**src/rtl/nbin_stream_unpacker_if.sv**
```systemverilog
// nbin_stream_unpacker_if: config, packed-word and unpacked-value streams of the NBin unpacker
// Ports: i_start/i_n/i_signed/i_count transfer config; i_word/i_word_valid/o_word_ready packed input;
// o_val/o_val_valid/i_val_ready extended output; o_busy/o_done status. slave = unpacker, master = environment.
interface nbin_stream_unpacker_if #(
  parameter int BIT_WIDTH = 16,
  parameter int PREC_BITS = 5,
  parameter int CNT_BITS = 16
);
  logic i_start;
  logic [PREC_BITS-1:0] i_n;
  logic i_signed;
  logic [CNT_BITS-1:0] i_count;
  logic [BIT_WIDTH-1:0] i_word;
  logic i_word_valid;
  logic o_word_ready;
  logic [BIT_WIDTH-1:0] o_val;
  logic o_val_valid;
  logic i_val_ready;
  logic o_busy;
  logic o_done;
  modport slave (
    input i_start, i_n, i_signed, i_count, i_word, i_word_valid, i_val_ready,
    output o_word_ready, o_val, o_val_valid, o_busy, o_done
  );
  modport master (
    output i_start, i_n, i_signed, i_count, i_word, i_word_valid, i_val_ready,
    input o_word_ready, o_val, o_val_valid, o_busy, o_done
  );
endinterface

```
**src/rtl/nbin_stream_unpacker.sv**
```systemverilog
// nbin_stream_unpacker: unpacks LSB-first N-bit values from 16-bit words into extended 16-bit values
// Ports: clk, reset (sync active-high), bus (slave modport of nbin_stream_unpacker_if).
module nbin_stream_unpacker #(
  parameter int BIT_WIDTH = 16,
  parameter int PREC_BITS = 5,
  parameter int CNT_BITS = 16
) (
  input logic clk,
  input logic reset,
  nbin_stream_unpacker_if.slave bus
);
  localparam int BW2 = 2 * BIT_WIDTH;
  localparam int OW = $clog2(BW2 + 1);
  typedef enum logic [1:0] {IDLE, RUN, DONE} state_t;
  state_t state;
  logic [BW2-1:0] bits, nxt_bits, mask_full;
  logic [OW-1:0] occ, n_q, pop, n_eff;
  logic [CNT_BITS-1:0] rem;
  logic sgn_q, word_hs, val_hs, sign;
  logic [BIT_WIDTH-1:0] mask, raw;
  assign bus.o_busy = state == RUN;
  assign bus.o_done = state == DONE;
  assign bus.o_word_ready = state == RUN && occ <= OW'(BIT_WIDTH);
  assign bus.o_val_valid = state == RUN && occ >= n_q && rem != '0;
  assign word_hs = bus.o_word_ready && bus.i_word_valid;
  assign val_hs = bus.o_val_valid && bus.i_val_ready;
  assign n_eff = (bus.i_n == '0 || OW'(bus.i_n) > OW'(BIT_WIDTH)) ? OW'(BIT_WIDTH) : OW'(bus.i_n);
  always_comb begin
    mask_full = (BW2'(1) << n_q) - BW2'(1);
    mask = mask_full[BIT_WIDTH-1:0];
    raw = bits[BIT_WIDTH-1:0] & mask;
    // mask ^ (mask >> 1) isolates bit N-1 without a variable index
    sign = sgn_q && |(raw & (mask ^ (mask >> 1)));
    bus.o_val = sign ? raw | ~mask : raw;
    pop = val_hs ? n_q : '0;
    // new word lands just above the bits that survive this cycle's pop
    nxt_bits = (bits >> pop) | (word_hs ? BW2'(bus.i_word) << (occ - pop) : '0);
  end
  always_ff @(posedge clk) begin
    if (reset) begin
      state <= IDLE;
      bits <= '0;
      occ <= '0;
      rem <= '0;
      n_q <= '0;
      sgn_q <= 1'b0;
    end else if (bus.i_start && state != DONE) begin
      state <= bus.i_count == '0 ? DONE : RUN;
      bits <= '0;
      occ <= '0;
      rem <= bus.i_count;
      n_q <= n_eff;
      sgn_q <= bus.i_signed;
    end else if (state == DONE) begin
      state <= IDLE;
    end else if (state == RUN && val_hs && rem == CNT_BITS'(1)) begin
      state <= DONE;
      bits <= '0;
      occ <= '0;
      rem <= '0;
    end else if (state == RUN) begin
      bits <= nxt_bits;
      occ <= occ - pop + (word_hs ? OW'(BIT_WIDTH) : '0);
      rem <= rem - (val_hs ? CNT_BITS'(1) : '0);
    end
  end
endmodule

```
**src/flat_wrapper.sv**
```systemverilog
// flat-port wrapper written by rule: the top's interface ports become plain ports
module nbin_stream_unpacker_flat 
#(
  parameter int BIT_WIDTH = 16,
  parameter int PREC_BITS = 5,
  parameter int CNT_BITS = 16
)
  (clk, reset, bus_i_start, bus_i_n, bus_i_signed, bus_i_count, bus_i_word, bus_i_word_valid, bus_i_val_ready, bus_o_word_ready, bus_o_val, bus_o_val_valid, bus_o_busy, bus_o_done);
  nbin_stream_unpacker_if #(.BIT_WIDTH(BIT_WIDTH), .PREC_BITS(PREC_BITS), .CNT_BITS(CNT_BITS)) bus_i ();
  input logic clk;
  input logic reset;
  input wire logic [$bits(bus_i.i_start)-1:0] bus_i_start;
  input wire logic [$bits(bus_i.i_n)-1:0] bus_i_n;
  input wire logic [$bits(bus_i.i_signed)-1:0] bus_i_signed;
  input wire logic [$bits(bus_i.i_count)-1:0] bus_i_count;
  input wire logic [$bits(bus_i.i_word)-1:0] bus_i_word;
  input wire logic [$bits(bus_i.i_word_valid)-1:0] bus_i_word_valid;
  input wire logic [$bits(bus_i.i_val_ready)-1:0] bus_i_val_ready;
  output wire logic [$bits(bus_i.o_word_ready)-1:0] bus_o_word_ready;
  output wire logic [$bits(bus_i.o_val)-1:0] bus_o_val;
  output wire logic [$bits(bus_i.o_val_valid)-1:0] bus_o_val_valid;
  output wire logic [$bits(bus_i.o_busy)-1:0] bus_o_busy;
  output wire logic [$bits(bus_i.o_done)-1:0] bus_o_done;
  assign bus_i.i_start = bus_i_start;
  assign bus_i.i_n = bus_i_n;
  assign bus_i.i_signed = bus_i_signed;
  assign bus_i.i_count = bus_i_count;
  assign bus_i.i_word = bus_i_word;
  assign bus_i.i_word_valid = bus_i_word_valid;
  assign bus_i.i_val_ready = bus_i_val_ready;
  assign bus_o_word_ready = bus_i.o_word_ready;
  assign bus_o_val = bus_i.o_val;
  assign bus_o_val_valid = bus_i.o_val_valid;
  assign bus_o_busy = bus_i.o_busy;
  assign bus_o_done = bus_i.o_done;
  nbin_stream_unpacker #(.BIT_WIDTH(BIT_WIDTH), .PREC_BITS(PREC_BITS), .CNT_BITS(CNT_BITS)) u_core (.clk(clk), .reset(reset), .bus(bus_i));
endmodule
```
**config.mk**
```make
export PLATFORM = sky130hd
export DESIGN_NAME = nbin_stream_unpacker_flat
export DESIGN_NICKNAME = d
export VERILOG_FILES = /design/src/rtl/nbin_stream_unpacker_if.sv /design/src/rtl/nbin_stream_unpacker.sv /design/src/flat_wrapper.sv
export SDC_FILE = /design/constraint.sdc
export NUM_CORES = 1
export LEC_CHECK = 0
export CORE_MARGIN = 4
export CORE_UTILIZATION = 65
export CTS_CLUSTER_DIAMETER = 30
export CTS_CLUSTER_SIZE = 30
export DETAILED_ROUTE_END_ITERATION = 8
export GPL_ROUTABILITY_DRIVEN = 0
export PLACE_DENSITY = 0.88
export SKIP_CTS_REPAIR_TIMING = 1
export SLEW_MARGIN = 15
export SYNTH_ARGS = -nofsm -noshare
export SYNTH_HDL_FRONTEND = slang
export SYNTH_SLANG_ARGS = --single-unit
```
**constraint.sdc**
```tcl
create_clock -name clk -period 11.7 [get_ports clk]
set_input_delay 1.17 -clock clk [delete_from_list [all_inputs] [get_ports clk]]
set_output_delay 1.17 -clock clk [all_outputs]
set_load 0.05 [all_outputs]
```
==> metrics.md, run 1 <==
| Metric | Value |
|---|---|
| Antenna viol nets, final | `0` |
| Top_reg_cell synth | `dfxtp_1` |
| RSZ-0062 raised after global routing | `no` |
| Cts bufs inserted | `9` |
| Cell variety after synth | `94` |
| Worst Setup Start Kind | `flip-flop` |
| Post-synth top area share | `0.172` |
| Max Cap Viol | `0` |
| Initial antenna violation count | `0` |
| CP Class | `flip-flop to flip-flop` |
| Post-synth EDFFs | `0` |
| Arr. time, crit path | `6490 ps` |
| Clock Tree Buf Depth | `2` |
| Crit path cell chain | `clkinv_1 > ha_1 > nand3_1 > nor2_1 > a21oi_4 > nor3_1 > inv_1 > ha_1 > nor2_1 > a21oi_1 > xnor2_1 > inv_2 > nor2_1 > nand3_1 > nor3_1 > a221oi_1 > nor3_1` |
| Overall Power | `0.655 mW` |
| Leakage | `2.82 nW` |
| Pin count of the biggest net entering global routing | `63` |
| Max IR drop VDD | `0.0846 mV` |
| CP max stage delay | `990 ps` |
| Nets | `1046` |
| Std cell rows | `38` |
| Final wirelength | `26100 um` |
| Maximum clock rate | `161 MHz` |
| Synth top area cells | `dfxtp_1 (17%), mux2i_1 (6.1%), nor2_1 (5.2%)` |
| Period Utilization, post-route | `0.530` |
| CORE AREA | `0.0108 sq mm` |
| Fin. Hold Viols | `0` |
| CP Data Required Time | `11980 ps` |
| TritonCTS clock tree | `yes` |
| Syn Inst Count | `974` |
| Synth area leader | `dfxtp_1` |
| Vias | `8519` |
| Drt wl/cell | `23.1 um` |
| Placed wire-length estimate | `18200 um` |
| Mapped Area | `0.00723 sq mm` |
| Slew @ Worst Pin | `1210 ps` |
| H-tree depth | `3` |
| Worst Path Buf+Inv | `3` |
| GRT Util Overall | `0.399` |
| CTS root buffer | `clkbuf_8` |
| PortBufs | `62` |
| Layout cells sized above 1 | `0.118` |
| Worst min-delay path class | `flip-flop to flip-flop` |
| Number of global-route vias before repair | `7733` |
| Grt total ovfl | `0` |
| DRC violations left | `26` |
| First-pass GRT wire length | `41500 um` |
| Register area share after synthesis | `0.172` |
| Final setup violation count | `0` |
| Die W | `113 um` |
| Via density | `7.55` |
| Die height | `113 um` |
| Layout filler cell count | `878` |
| Critical Path Sink Type | `flip-flop` |
| Antenna cells | `0` |
| Drt first pass iters | `9` |
| Violated checks | `DRC` |
| Slew Viols, Final | `0` |
| CP delay by family, top | `simple AND/OR/NAND/NOR gates` |
| Synth top cells by count | `nor2_1 (100), nand2_1 (91), a21oi_1 (74)` |
| Async set-or-reset flop fraction in the synthesized netlist | `0` |
| Initial Utilization | `0.667` |
| Setup TNS | `0 ps` |
| Synthesis Warnings | `0` |
| Clock Latency Late Sink | `370 ps` |
| Flops & latches, synth | `62` |
| Slowest stage cell, crit path | `nor3_1` |
| Die ar. | `0.0129 sq mm` |
| Clock skew | `8.42 ps` |
| Tmin final | `6200 ps` |
| Syn_area_per_cell | `7.42 sq um` |
| Power density cells | `81.8 mW/mm^2` |
| Status | `finished, violations left` |
| Most common cell in the netlist | `nor2_1` |
| Clock Pin Slew Worst Setup and Hold Paths | `70 ps` |
| Io pins | `63` |
| Iteration-0 DRC Markers | `1860` |
| Clock sinks | `62` |
| Post-synth net total | `1037` |
| Rel. slew slack | `0.193` |
| Area delta synth->final | `10.6%` |
| CP max FO | `25` |
-- worst reg2reg max path, stage by stage, from the launching register on --
cell and delay [ps]:
dfxtp_1 630, clkinv_1 480, ha_1 480, nand3_1 90
nor2_1 230, a21oi_4 230, nor3_1 1000, inv_1 600
ha_1 540, nor2_1 80, a21oi_1 240, xnor2_1 230
inv_2 180, nor2_1 440, nand3_1 200, nor3_1 220
a221oi_1 80, nor3_1 170
-- flip-flops by register name (all words and copies together), names as in the netlist --
signal        cells
u_core.rem       16
u_core.state      2
u_core.sgn_q      1
u_core.bits      32
u_core.occ        6
u_core.n_q        5
-- cell type report --
type	count	area (sq um)	share of cell area
Inverter	31	116	0.0145
Clock buffer	12	145	0.0181
Sequential cell	62	1240	0.155
Clock inverter	4	70.1	0.00876
Tap cell	140	175	0.0219
Timing Repair Buffer	73	703	0.0879
Multi-Input combinational cell	806	5550	0.693
-- final timing paths --
path | from | to | slack (ps) | cells past startpoint
setup / recovery | u_core.n_q[4] | u_core.bits[29] | 5500 | 17
hold reg to reg | u_core.sgn_q | u_core.sgn_q | 460 | 2
hold / removal | u_core.sgn_q | u_core.sgn_q | 460 | 2
setup reg to reg | u_core.n_q[4] | u_core.bits[29] | 5500 | 17
-- per-layer routing --
layer,part of all wire,wire [um],global-route usage
met5,0,0,0
met4,0.080,2080,0.210
met3,0.14,3780,0.115
met2,0.40,10400,0.578
met1,0.37,9780,0.537
-- per-stage QoR --
| step | setup slack, ps | utilization | cell area (sq um) | cells | hold WS, ps |
|---|---|---|---|---|---|
| finish | 5500 | 0.738 | 8000 | 1128 | 457 |
| detailed placement | 5610 | 0.717 | 7770 | 1112 | 449 |
| global route | 5080 | 0.738 | 8000 | 1128 | 514 |
| global placement | 5760 | 0.717 | 7770 | 1112 | 448 |
| floorplan | 7320 | - | 7230 | 974 | 436 |
| CTS | 5290 | 0.736 | 7980 | 1128 | 459 |
-- cells by family (layout without fill, tap and decap cells) --
| logic type | Yosys count | in the layout | share of synthesized area |
|---|---|---|---|
| XOR/XNOR | 15 | 15 | 0.0182 |
| AND/OR/NAND/NOR | 348 | 348 | 0.235 |
| multiplexers | 83 | 83 | 0.141 |
| AO/OA/AOI/OAI | 340 | 340 | 0.333 |
| adder cells (fa/ha/maj) | 20 | 20 | 0.0367 |
| flip-flops | 62 | 62 | 0.172 |
| buffers and inverters | 106 | 120 | 0.0647 |
-- power by group --
| group | total (mW) | internal, mW | switching, mW |
|---|---|---|---|
| clock | 0.217 | 0.125 | 0.0921 |
| sequential | 0.227 | 0.218 | 0.00927 |
| combinational | 0.210 | 0.0752 | 0.135 |
| total | 0.655 | 0.418 | 0.236 |
-- cells in the final DEF (no fill, tap or decap), types with 18 or more instances in the layout --
cell type	instances
nand2_1	91
o21ai_0	65
nand2b_1	18
nor2_1	100
dfxtp_1	60
a21oi_1	74
ha_1	18
nor3_1	37
a22oi_1	21
mux2i_1	44
mux2_2	26
a211oi_1	18
nand3_1	27
inv_1	21
clkdlybuf4s50_1	62
(Power assumes the default switching activity.)
==> run 2: changes to the inputs <==
--- a/config.mk
+++ b/config.mk
@@ -6,12 +6,12 @@
 export NUM_CORES = 1
 export LEC_CHECK = 0
 export CORE_MARGIN = 4
-export CORE_UTILIZATION = 65
+export CORE_UTILIZATION = 54
 export CTS_CLUSTER_DIAMETER = 30
 export CTS_CLUSTER_SIZE = 30
 export DETAILED_ROUTE_END_ITERATION = 8
 export GPL_ROUTABILITY_DRIVEN = 0
-export PLACE_DENSITY = 0.88
+export PLACE_DENSITY = 0.78
 export SKIP_CTS_REPAIR_TIMING = 1
 export SLEW_MARGIN = 15
 export SYNTH_ARGS = -nofsm -noshare
==> constraint.sdc (replaced) <==
create_clock -name clk -period 5.2 [get_ports clk]
set_input_delay 0.52 -clock clk [delete_from_list [all_inputs] [get_ports clk]]
set_output_delay 0.52 -clock clk [all_outputs]
set_load 0.05 [all_outputs]
==> run 2 against run 1 <==
  * The run still ends with DRC left
  * Routed wire length increased by 4.4%
  * Clock skew is 0.83 ps higher
  * Via count up 0.55%
  * First-iteration DRC count fell by 14%
  * Clock-buffer cell count is 2 lower
  * Critical endpoint is now u_core.bits[2]
==> metrics.md, run 2 (synthesized netlist as in run 1, its figures left out) <==
| Metric | Value |
|---|---|
| Crit path cell chain | `clkinv_1 > ha_1 > nand3_1 > nor2_1 > a21o_1 > nand2_4 > nor2_2 > inv_1 > buf_4 > ha_1 > a21oi_1 > nand2_1 > o21ai_2 > or2_1 > nor2_2 > nand2_1 > o221ai_1 > o31a_1` |
| Final wirelength | `27200 um` |
| Die height | `124 um` |
| Most flops, register | `u_core.bits` |
| Most frequent cells in the layout | `nor2_1 (100), nand2_1 (91), a21oi_1 (74)` |
| Sw Ratio | `0.342` |
| Met1 GRT Util | `0.486` |
| Via density | `7.25` |
| Vias | `8566` |
| RSZ-0062 raised after global routing | `no` |
| Max Cap Viol | `0` |
| Clock Tree Buf Depth | `2` |
| Layout filler cell count | `1207` |
| Most common cell after layout, fill and taps aside | `nor2_1` |
| Slowest stage cell, crit path | `dfxtp_1` |
| Clock skew | `9.25 ps` |
| Final Core Density | `0.623` |
| P_int | `1.08 mW` |
| Max FFs per register | `32` |
| Clock Pin Slew Worst Setup and Hold Paths | `60 ps` |
| DP Area | `0.00791 sq mm` |
| Slew Viols, Final | `0` |
| NetSw | `0.560 mW` |
| TritonCTS clock tree | `yes` |
| Final hold slack | `457 ps` |
| Layout cells sized above 1 | `0.151` |
| Antenna viol nets, final | `0` |
| H-tree depth | `3` |
| CP max stage delay | `630 ps` |
| CORE AREA | `0.0132 sq mm` |
| Initial antenna violation count | `0` |
| Power density cells | `199 mW/mm^2` |
| Number of global-route vias before repair | `7508` |
| Period Utilization, post-route | `0.921` |
| Final setup violation count | `0` |
| Critical Path Sink Type | `flip-flop` |
| DRC violations left | `8` |
| Sequential share of power | `0.313` |
| CP Data Required Time | `5440 ps` |
| Io pins | `63` |
| Clk pwr share | `0.392` |
| Most used routing layer | `met2` |
| Slew @ Worst Pin | `928 ps` |
| Dpl cells | `1166` |
| Std cell rows | `42` |
| Met2 Use GR | `0.490` |
| Die ar. | `0.0153 sq mm` |
| Cts bufs inserted | `9` |
| Leakage | `2.97 nW` |
| Comb pwr share | `0.296` |
| Maximum clock rate | `209 MHz` |
| Max IR drop VDD | `0.202 mV` |
| Overall Power | `1.64 mW` |
| Layout Cells excl Fill | `1181` |
| Pin count of the biggest net entering global routing | `53` |
| Arr. time, crit path | `5030 ps` |
| Initial Utilization | `0.548` |
| M3 GR Usage | `0.124` |
| CP max FO | `15` |
| Finished Cell Area | `0.00822 sq mm` |
| Worst Setup Start Kind | `flip-flop` |
| Antenna cells | `0` |
| CP Class | `flip-flop to flip-flop` |
| GRT Util Overall | `0.356` |
| Drt wl/cell | `23.1 um` |
| Status | `finished, violations left` |
| Area delta synth->final | `13.7%` |
| Fin. Hold Viols | `0` |
| Rel. slew slack | `0.379` |
| Tmin final | `4790 ps` |
| CTS root buffer | `clkbuf_16` |
| Drt first pass iters | `9` |
| Violated checks | `DRC` |
| Grt total ovfl | `0` |
| Worst min-delay path class | `flip-flop to flip-flop` |
| Biggest regs | `u_core.bits: 32 flops, u_core.rem: 16 flops, u_core.occ: 6 flops` |
| Setup ws final | `411 ps` |
| Nets | `1064` |
| Setup TNS | `0 ps` |
| Clock sinks | `62` |
| First-pass GRT wire length | `42200 um` |
| Die W | `124 um` |
| Placed wire-length estimate | `19400 um` |
| PortBufs | `62` |
| Clock Latency Late Sink | `360 ps` |
| Iteration-0 DRC Markers | `1607` |
| DP Worst Slack | `501 ps` |
run 2: changes by cell type in the layout (fill, tap and decap cells not counted), moves of 9 or more:
cell / previous run / this run
buf_4: 11 / 45
clkdlybuf4s50_1: 62 / 46
clkbuf_8: 10 / 0
clkbuf_16: 0 / 9
run 2: per-layer routing:
metal  up-vias  share of wire
li1       3753              -
met1      3835           0.38
met2       790           0.40
met3       188           0.15
met4         0          0.067
met5         -              0
run 2: worst paths after layout:
path,end,cells past startpoint,start,slack [ps]
worst max-delay path,u_core.bits[2],18,u_core.n_q[4],410
worst min-delay path,u_core.sgn_q,2,u_core.sgn_q,460
worst max register to register,u_core.bits[2],18,u_core.n_q[4],410
worst min register to register,u_core.sgn_q,2,u_core.sgn_q,460
run 2: area by class of cell:
cell class,count,area [sq um],area share
Inverter,31,116,0.0142
Sequential cell,62,1240,0.151
Clock inverter,5,75.1,0.00913
Timing Repair Buffer,91,798,0.0971
Clock buffer,10,229,0.0279
Multi-Input combinational cell,806,5540,0.674
Tap cell,176,220,0.0268
run 2: power groups by stage:
stage                     logic, mW  registers [mW]  clock network [mW]
after global placement        0.458           0.521                   0
after global routing          0.514           0.514               0.669
after floorplan               0.333           0.513                   0
after detailed placement      0.461           0.521                   0
after CTS                     0.465           0.511               0.647
final                         0.484           0.512               0.642
run 2: critical path: cells and delay by family (launching register included):
| kind | cells | cell delay [ps] |
|---|---|---|
| compound gates | 5 | 1290 |
| simple gates | 8 | 1480 |
| fa+ha+maj | 2 | 710 |
| buf+inv | 3 | 550 |
| flops | 1 | 630 |
